[config.mk]
export PLATFORM = sky130hd
export DESIGN_NAME = pipe_front_ctrl
export DESIGN_NICKNAME = d
export VERILOG_FILES = /design/src/rtl/pipe_front_ctrl.sv
export SDC_FILE = /design/constraint.sdc
export NUM_CORES = 1
export LEC_CHECK = 0
export CORE_MARGIN = 8
export CORE_UTILIZATION = 45
export CTS_CLUSTER_SIZE = 20
export DETAILED_ROUTE_END_ITERATION = 6
export PLACE_DENSITY = 0.8
export SETUP_SLACK_MARGIN = 0.15
export SYNTH_ARGS = -nofsm -noshare
export SYNTH_HDL_FRONTEND = slang
export SYNTH_SLANG_ARGS = --single-unit
[constraint.sdc]
create_clock -name clk -period 3 [get_ports clk]
set_clock_uncertainty 0.05 [all_clocks]
set_input_delay 0.6 -clock clk [delete_from_list [all_inputs] [get_ports clk]]
set_output_delay 0.6 -clock clk [all_outputs]
set_load 0.01 [all_outputs]
[src/rtl/pipe_front_ctrl.sv]
// Front-end pipeline control: PC and IF/ID register, stall/flush handling,
// ECALL-halt drain sequencing and stall/flush performance counters.
module pipe_front_ctrl #(
   parameter int              XLEN         = 32,
   parameter logic [XLEN-1:0] RESET_PC     = {XLEN{1'b0}},
   parameter int              DRAIN_CYCLES = 3,
   parameter int              CNT_W        = 32
) (
   input  logic             clk,
   input  logic             reset,
   input  logic             hz_stall,
   input  logic             flush_req,
   input  logic [XLEN-1:0]  flush_target,
   input  logic [XLEN-1:0]  next_pc_seq,
   input  logic             halt_req,
   input  logic [31:0]      if_inst,
   output logic [XLEN-1:0]  pc,
   output logic [31:0]      if_id_inst,
   output logic [XLEN-1:0]  if_id_pc,
   output logic             if_id_valid,
   output logic             id_ex_bubble,
   output logic             is_halted,
   output logic [CNT_W-1:0] stall_cycles,
   output logic [CNT_W-1:0] flush_count
);

   localparam logic [31:0] NOP        = 32'h0000_0013;
   localparam logic [7:0]  DRAIN_INIT = 8'(DRAIN_CYCLES);

   typedef enum logic [1:0] {
      ST_RUN    = 2'd0,
      ST_DRAIN  = 2'd1,
      ST_HALTED = 2'd2
   } state_e;

   state_e            state_q, state_d;
   logic [XLEN-1:0]   pc_q, pc_d;
   logic [31:0]       inst_q, inst_d;
   logic [XLEN-1:0]   ifpc_q, ifpc_d;
   logic              valid_q, valid_d;
   logic              halted_q, halted_d;
   logic [7:0]        drain_q, drain_d;
   logic [CNT_W-1:0]  stall_cnt_q, stall_cnt_d;
   logic [CNT_W-1:0]  flush_cnt_q, flush_cnt_d;
   logic [1:0]        unused_tgt_lo;

   // Counters stick at all-ones so long runs never report a small wrapped value.
   function automatic logic [CNT_W-1:0] sat_inc(input logic [CNT_W-1:0] v);
      sat_inc = (&v) ? v : v + {{(CNT_W-1){1'b0}}, 1'b1};
   endfunction

   assign unused_tgt_lo = flush_target[1:0];

   always_comb begin
      state_d     = state_q;
      pc_d        = pc_q;
      inst_d      = inst_q;
      ifpc_d      = ifpc_q;
      valid_d     = valid_q;
      halted_d    = halted_q;
      drain_d     = drain_q;
      stall_cnt_d = stall_cnt_q;
      flush_cnt_d = flush_cnt_q;
      case (state_q)
         ST_RUN: begin
            if (flush_req) begin
               pc_d        = {flush_target[XLEN-1:2], 2'b00};
               inst_d      = NOP;
               valid_d     = 1'b0;
               flush_cnt_d = sat_inc(flush_cnt_q);
            end else if (hz_stall) begin
               stall_cnt_d = sat_inc(stall_cnt_q);
            end else if (halt_req && valid_q) begin
               // ECALL moves on to ID/EX; IF/ID empties while older instrs retire.
               inst_d  = NOP;
               valid_d = 1'b0;
               state_d = ST_DRAIN;
               drain_d = DRAIN_INIT;
            end else begin
               pc_d    = next_pc_seq;
               inst_d  = if_inst;
               ifpc_d  = pc_q;
               valid_d = 1'b1;
            end
         end
         ST_DRAIN: begin
            if (drain_q <= 8'd1) begin
               state_d  = ST_HALTED;
               halted_d = 1'b1;
               drain_d  = 8'd0;
            end else begin
               drain_d = drain_q - 8'd1;
            end
         end
         ST_HALTED: begin
            halted_d = 1'b1;
         end
         default: begin
            state_d = ST_HALTED;
         end
      endcase
   end

   // State register for the whole front end.
   always_ff @(posedge clk or negedge reset) begin
      if (!reset) begin
         state_q     <= ST_RUN;
         pc_q        <= RESET_PC;
         inst_q      <= NOP;
         ifpc_q      <= {XLEN{1'b0}};
         valid_q     <= 1'b0;
         halted_q    <= 1'b0;
         drain_q     <= 8'd0;
         stall_cnt_q <= {CNT_W{1'b0}};
         flush_cnt_q <= {CNT_W{1'b0}};
      end else begin
         state_q     <= state_d;
         pc_q        <= pc_d;
         inst_q      <= inst_d;
         ifpc_q      <= ifpc_d;
         valid_q     <= valid_d;
         halted_q    <= halted_d;
         drain_q     <= drain_d;
         stall_cnt_q <= stall_cnt_d;
         flush_cnt_q <= flush_cnt_d;
      end
   end

   assign pc           = pc_q;
   assign if_id_inst   = inst_q;
   assign if_id_pc     = ifpc_q;
   assign if_id_valid  = valid_q;
   assign is_halted    = halted_q;
   assign stall_cycles = stall_cnt_q;
   assign flush_count  = flush_cnt_q;
   // The halt-accept cycle naturally yields 0 here: RUN, no stall/flush, ID valid.
   assign id_ex_bubble = (state_q != ST_RUN) | hz_stall | flush_req | ~valid_q;

endmodule

After elaboration in Yosys (flattened, before gate mapping)
Index checks and enable logic that the tools add are counted.
{"block": "op_classes", "n_addsub": 3, "mul": 0, "div_mod_pow": 0, "magnitude_cmp": 1, "n_eq_ne": 8, "shifts": 0, "n_mux": 21, "bitwise": 10, "reduce_logical": 15}
{"cell": "$mux 32", "n": 6}
{"cell": "$add 32x1->32 const B", "n": 2}
{"cell": "$reduce_and 32->1", "n": 2}
{"cell": "$mux 8", "n": 4}
{"cell": "$pmux 8 s2", "n": 1}
{"cell": "$reduce_and 4->1", "n": 3}
{"cell": "$ne 2x2->1 const B", "n": 5}
{"cell": "$le 8x1->1 const B", "n": 1}
{"cell": "$mux 2", "n": 4}
{"cell": "$sub 8x1->8 const B", "n": 1}
{"cell": "$not 1->1", "n": 7}
{"cell": "$pmux 2 s3", "n": 1}
{"cell": "$reduce_and 3->1", "n": 2}
{"cell": "$reduce_bool 2->1", "n": 3}
{"cell": "$reduce_and 5->1", "n": 1}
{"cell": "$mux 1", "n": 4}
{"cell": "$reduce_and 2->1", "n": 2}
{"cell": "$or 1x1->1", "n": 3}
{"cell": "$eq 2x1->1 const B", "n": 1}
{"cell": "$eq 2x2->1 const B", "n": 1}
{"cell": "$logic_not 2->1", "n": 1}
{"cell": "$ne 2x1->1 const B", "n": 1}
{"cell": "$pmux 1 s2", "n": 1}
{"cell": "$logic_and 1x1->1", "n": 1}
{"block": "word_totals", "regBits": 172, "latchBits": 0, "ram_bits": 0, "romBits": 0, "in_bits": 101, "output_inout_bits": 163, "wordCells": 67, "memories": 0}

Logic depth before layout (Yosys ltp)
{"block": "depth", "word_depth": 5, "depth_mapped": 8, "depth_no_buf": 7}

Least setup slack after synthesis
Ideal clock, no wire load.
{"block": "synth_path", "path_kind": "flip-flop to flip-flop", "start": "register flush_cnt_q[0], in the netlist flush_count[0]", "end": "register flush_cnt_q[1], in the netlist flush_count[1]", "setup_time_ns": 0.128, "t_arrival_ns": 2.181, "t_required_ns": 2.822, "path_slack_ns": 0.641, "path_stages_with_launch": 9, "path_buffers": 2, "synth_period_minus_slack_ns": 2.359, "cell_sequence": "dfrtp_1 ha_1 nand3_1 or2_1 clkbuf_1 or4_1 buf_2 nand2_2 mux2_1"}
{"block": "synth_via", "elab_chain_cells": 3, "word_cells_on_any_way": 4, "cone_classes": "add/sub: 1; bitwise: 1; reduce/logical: 2"}
{"item": "start: declaration", "line": "44", "text": "logic [CNT_W-1:0] flush_cnt_q, flush_cnt_d;"}
{"item": "start signal: assignment", "line": "115", "text": "flush_cnt_q <= {CNT_W{1'b0}};"}
{"item": "start signal: assignment", "line": "125", "text": "flush_cnt_q <= flush_cnt_d;"}
{"item": "parallel branches: the longest is 3 deep, another holds $add 32x1->32"}
Parallel ways; which one is timed is not known.
A chain may end at the register's enable or synchronous reset.

Worst setup path in the final report
{"block": "layout_path", "start": "input port hz_stall", "end": "output port id_ex_bubble"}
{"block": "layout_via", "elab_chain_cells": 3}
{"item": "start: declaration", "line": "11", "text": "input logic hz_stall,"}
{"item": "$or 1x1->1 (3 in series)", "line": "137", "text": "assign id_ex_bubble = (state_q != ST_RUN) | hz_stall | flush_req | ~valid_q;"}
{"item": "end: declaration", "line": "21", "text": "output logic id_ex_bubble,"}
Every way passes these cells.

==> run_results.csv <==
group,metric,value,unit
clocking,cts_max_path_buffers,2,
timing,max_freq,375,MHz
synth,async_flop_share,1.00,
synth,syn_area,7490,µm²
critical_path,crit_path_max_incr_delay,0.53,ns
critical_path,cp.arrival,2.01,ns
timing,worst_pin_slew,0.789,ns
critical_path,crit_fanout,5,
critical_path,end_kind,"output pin",
synth,syn_inst,697,
synth,yosys-top-cells-area,"dfrtp_1 (56%), nand2_1 (7.6%), xnor2_1 (5.4%)",
floorplan,initial_utilization,0.457,
global_route,gr-total-overflow,0,
synth,synth_edf_count,0,
critical_path,r2r-start,"flush_count[0]",
floorplan,io_pins,264,
layout,n_fill_cell,1264,
global_route,grt_use_total,0.204,
placement,port_buffers,261,
route,wirelength,21100,µm
placement,place.gp.congestion,0.779,
synth,yosysUniqueCellTypes,56,
timing,hold_viol,0,
global_route,grt_max_degree,77,
layout,seq_area,4310,µm²
timing,rsz0062_at_grt,"false",
global_route,grt_pass1_wl,34800,µm
layout,stdcell_count,1186,
clocking,htree_levels,4,
clocking,cts-hold-fix-buffers,0,
synth,syn_avg_cell_area,10.7,µm²
global_route,grt_pass1_vias,6498,
floorplan,core_area,16400,µm²
hold_path,min_path_type,"in2async",
power_and_ir_drop,p_per_area,804,nW/µm²
route,routed_via_density,5.21,
floorplan,dieArea,21000,µm²
route,vias,6179,
critical_path,cpMaxStageDelayCell,"clkdlybuf4s50_1",
route,avgRoutedWirePerCell,17.8,µm
critical_path,r2r_end,"flush_count[1]",
timing,slew-limit-headroom,0.473,
timing,drv_slew,0,
critical_path,cp_num_buf_inv,3,
timing,worst_hold_slack,0.153,ns
clocking,cts_tree,"built",
synth,synth_top_area_cell,"dfrtp_1",
layout,multiInputGateArea,3030,µm²
critical_path,required,2.35,ns
global_route,antenna_found_initial,0,
layout,area_growth,45.9,%
placement,hpwl,15500,µm
synth,synth.ff_latch_count,172,
clocking,clock_sinks,172,
critical_path,crit_top_cell,"clkdlybuf4s50_1",
synth,syn_nets,802,
critical_path,worstSetupStartpointType,"input pin",
critical_path,reg2regPathDepth,6,
placement,dp_cells,1156,
route,drt.antenna.violating_nets,0,
clocking,post_cts_resized,0,
synth,yosysTopAreaCellShare,0.565,
clocking,cts-buffers-inserted,17,
synth,synth.most_common_cell,"dfrtp_1",
route,drt_iter0_markers,350,
synth,synthFlopType,"dfrtp_1",
timing,min_period_over_period,0.888,
layout,nNetsFinal,1060,
timing,setup_tns,0,ns
layout,drive_above_1_share,0.0631,
synth,synth_seq_area_share,0.575,
critical_path,critical_path_class,"in2out",
job,drv_cap,0,
timing,final-setup-viol-count,0,
timing,fin_crit,2.66,ns
power_and_ir_drop,vdd.ir_drop.worst,0.425,mV
critical_path,path_delay_family,"buffers and inverters",
floorplan,die_y,145,µm
clocking,clk_latency,0.42,ns
clocking,path_clk_slew,0.06,ns
route,dr.pass1.iters,4,
clocking,root_buffer,"clkbuf_16",
synth,yosysWarnings,0,
floorplan,fp-row-count,47,
critical_path,crit_chain,"clkdlybuf4s50_1, buf_4, nor4_2, nand2_1, clkdlybuf4s50_1",
layout,n_antenna_cell,0,
critical_path,r2r_slack,0.49,ns
route,drcViolationCount,0,
synth,yosys-top-cells-count,"dfrtp_1 (169), nand2_1 (151), xnor2_1 (46), o21ai_0 (32), a22o_1 (31)",
clocking,post_cts_buffers,0,
floorplan,dieWidth,145,µm
power_and_ir_drop,leakagePower,4.83,nW
status,status,"finished clean",
==> per-stage QoR <==
stage                     setup WS, ns  power, W  instance area, µm²  utilization
after detailed placement         0.162   0.00672               10400        0.632
final                            0.336   0.00878               10900        0.666
after CTS                        0.218   0.00888               10900        0.666
after floorplan                  0.641   0.00481                7490            -
after global placement           0.181   0.00666               10400        0.632
after global routing             0.256   0.00931               10900        0.666
==> cell type report <==
| class | instances | share of cell area |
|---|---|---|
| flip-flops and latches | 172 | 0.394 |
| multi-input cells | 482 | 0.277 |
| repair buffers | 273 | 0.249 |
| clock buffers | 23 | 0.0428 |
| well taps | 220 | 0.0252 |
| clock inverters | 7 | 0.00836 |
| inverters | 9 | 0.00309 |
==> logic make-up (layout without fill, tap and decap cells) <==
group	Yosys count	in the layout	share of synthesized area
muxes	32	32	0.0431
buffers and inverters	43	312	0.0237
xor gates and xnor gates	67	67	0.0783
DFF	172	172	0.575
AOI/OAI and AO/OA	83	83	0.0788
adders and majority gates	4	4	0.00668
and+or+nand+nor	296	296	0.194
==> worst register-to-register path, cell delays in order, from the launching register on <==
cell and delay [ns]:
dfrtp_1 0.43, ha_1 0.19, nand3_1 0.14, or2_1 0.37, or4_1 0.72, nand2_2 0.16
mux2_1 0.32
==> layer usage <==
| metal | wire [µm] | share of wire | global-route usage | vias to the layer above |
|---|---|---|---|---|
| li1 | - | - | - | 2931 |
| met1 | 8560 | 0.41 | 0.238 | 3016 |
| met2 | 10200 | 0.49 | 0.327 | 198 |
| met3 | 1740 | 0.083 | 0.0861 | 34 |
| met4 | 551 | 0.026 | 0.0836 | 0 |
| met5 | 0 | 0 | 0 | - |
==> report_power, final <==
part / total, W / internal, W / switching (W)
Combinational: 0.00311 / 0.00166 / 0.00145
Sequential: 0.00355 / 0.00300 / 0.000549
Clock: 0.00212 / 0.00126 / 0.000862
==> how the worst max path moves through the flow <==
stage                         from          endpoint  slack, ns  cells after the start
finish                    hz_stall      id_ex_bubble       0.34                      5
global route              hz_stall      id_ex_bubble       0.26                      5
CTS                       hz_stall      id_ex_bubble       0.22                      5
detailed placement        hz_stall  stall_cycles[22]       0.16                      6
global placement          hz_stall  stall_cycles[20]       0.18                      6
floorplan           flush_count[0]    flush_count[1]       0.64                      8
==> cell usage in the layout, fill, tap and decap left out, drive strengths merged, types with 4 or more instances in the layout <==
master,instances
and3,11
nor4b,4
nand2,152
nor3,15
clkdlybuf4s50,259
clkbuf,23
mux2i,30
nand3,20
and2,6
xor2,21
o21ai,33
nor2,24
nand4,30
inv,9
and4,4
or3,5
dfrtp,169
buf,14
clkinv,4
xnor2,46
ha,4
a22o,31
nor4,12
==> registers in the layout, summed over array words and instances (netlist names) <==
name          count
pc               32
drain_q           8
flush_count      32
state_q           2
is_halted         1
stall_cycles     32
if_id_valid       1
if_id_pc         32
if_id_inst       32
Note: power is estimated with default switching activity, not from simulation.
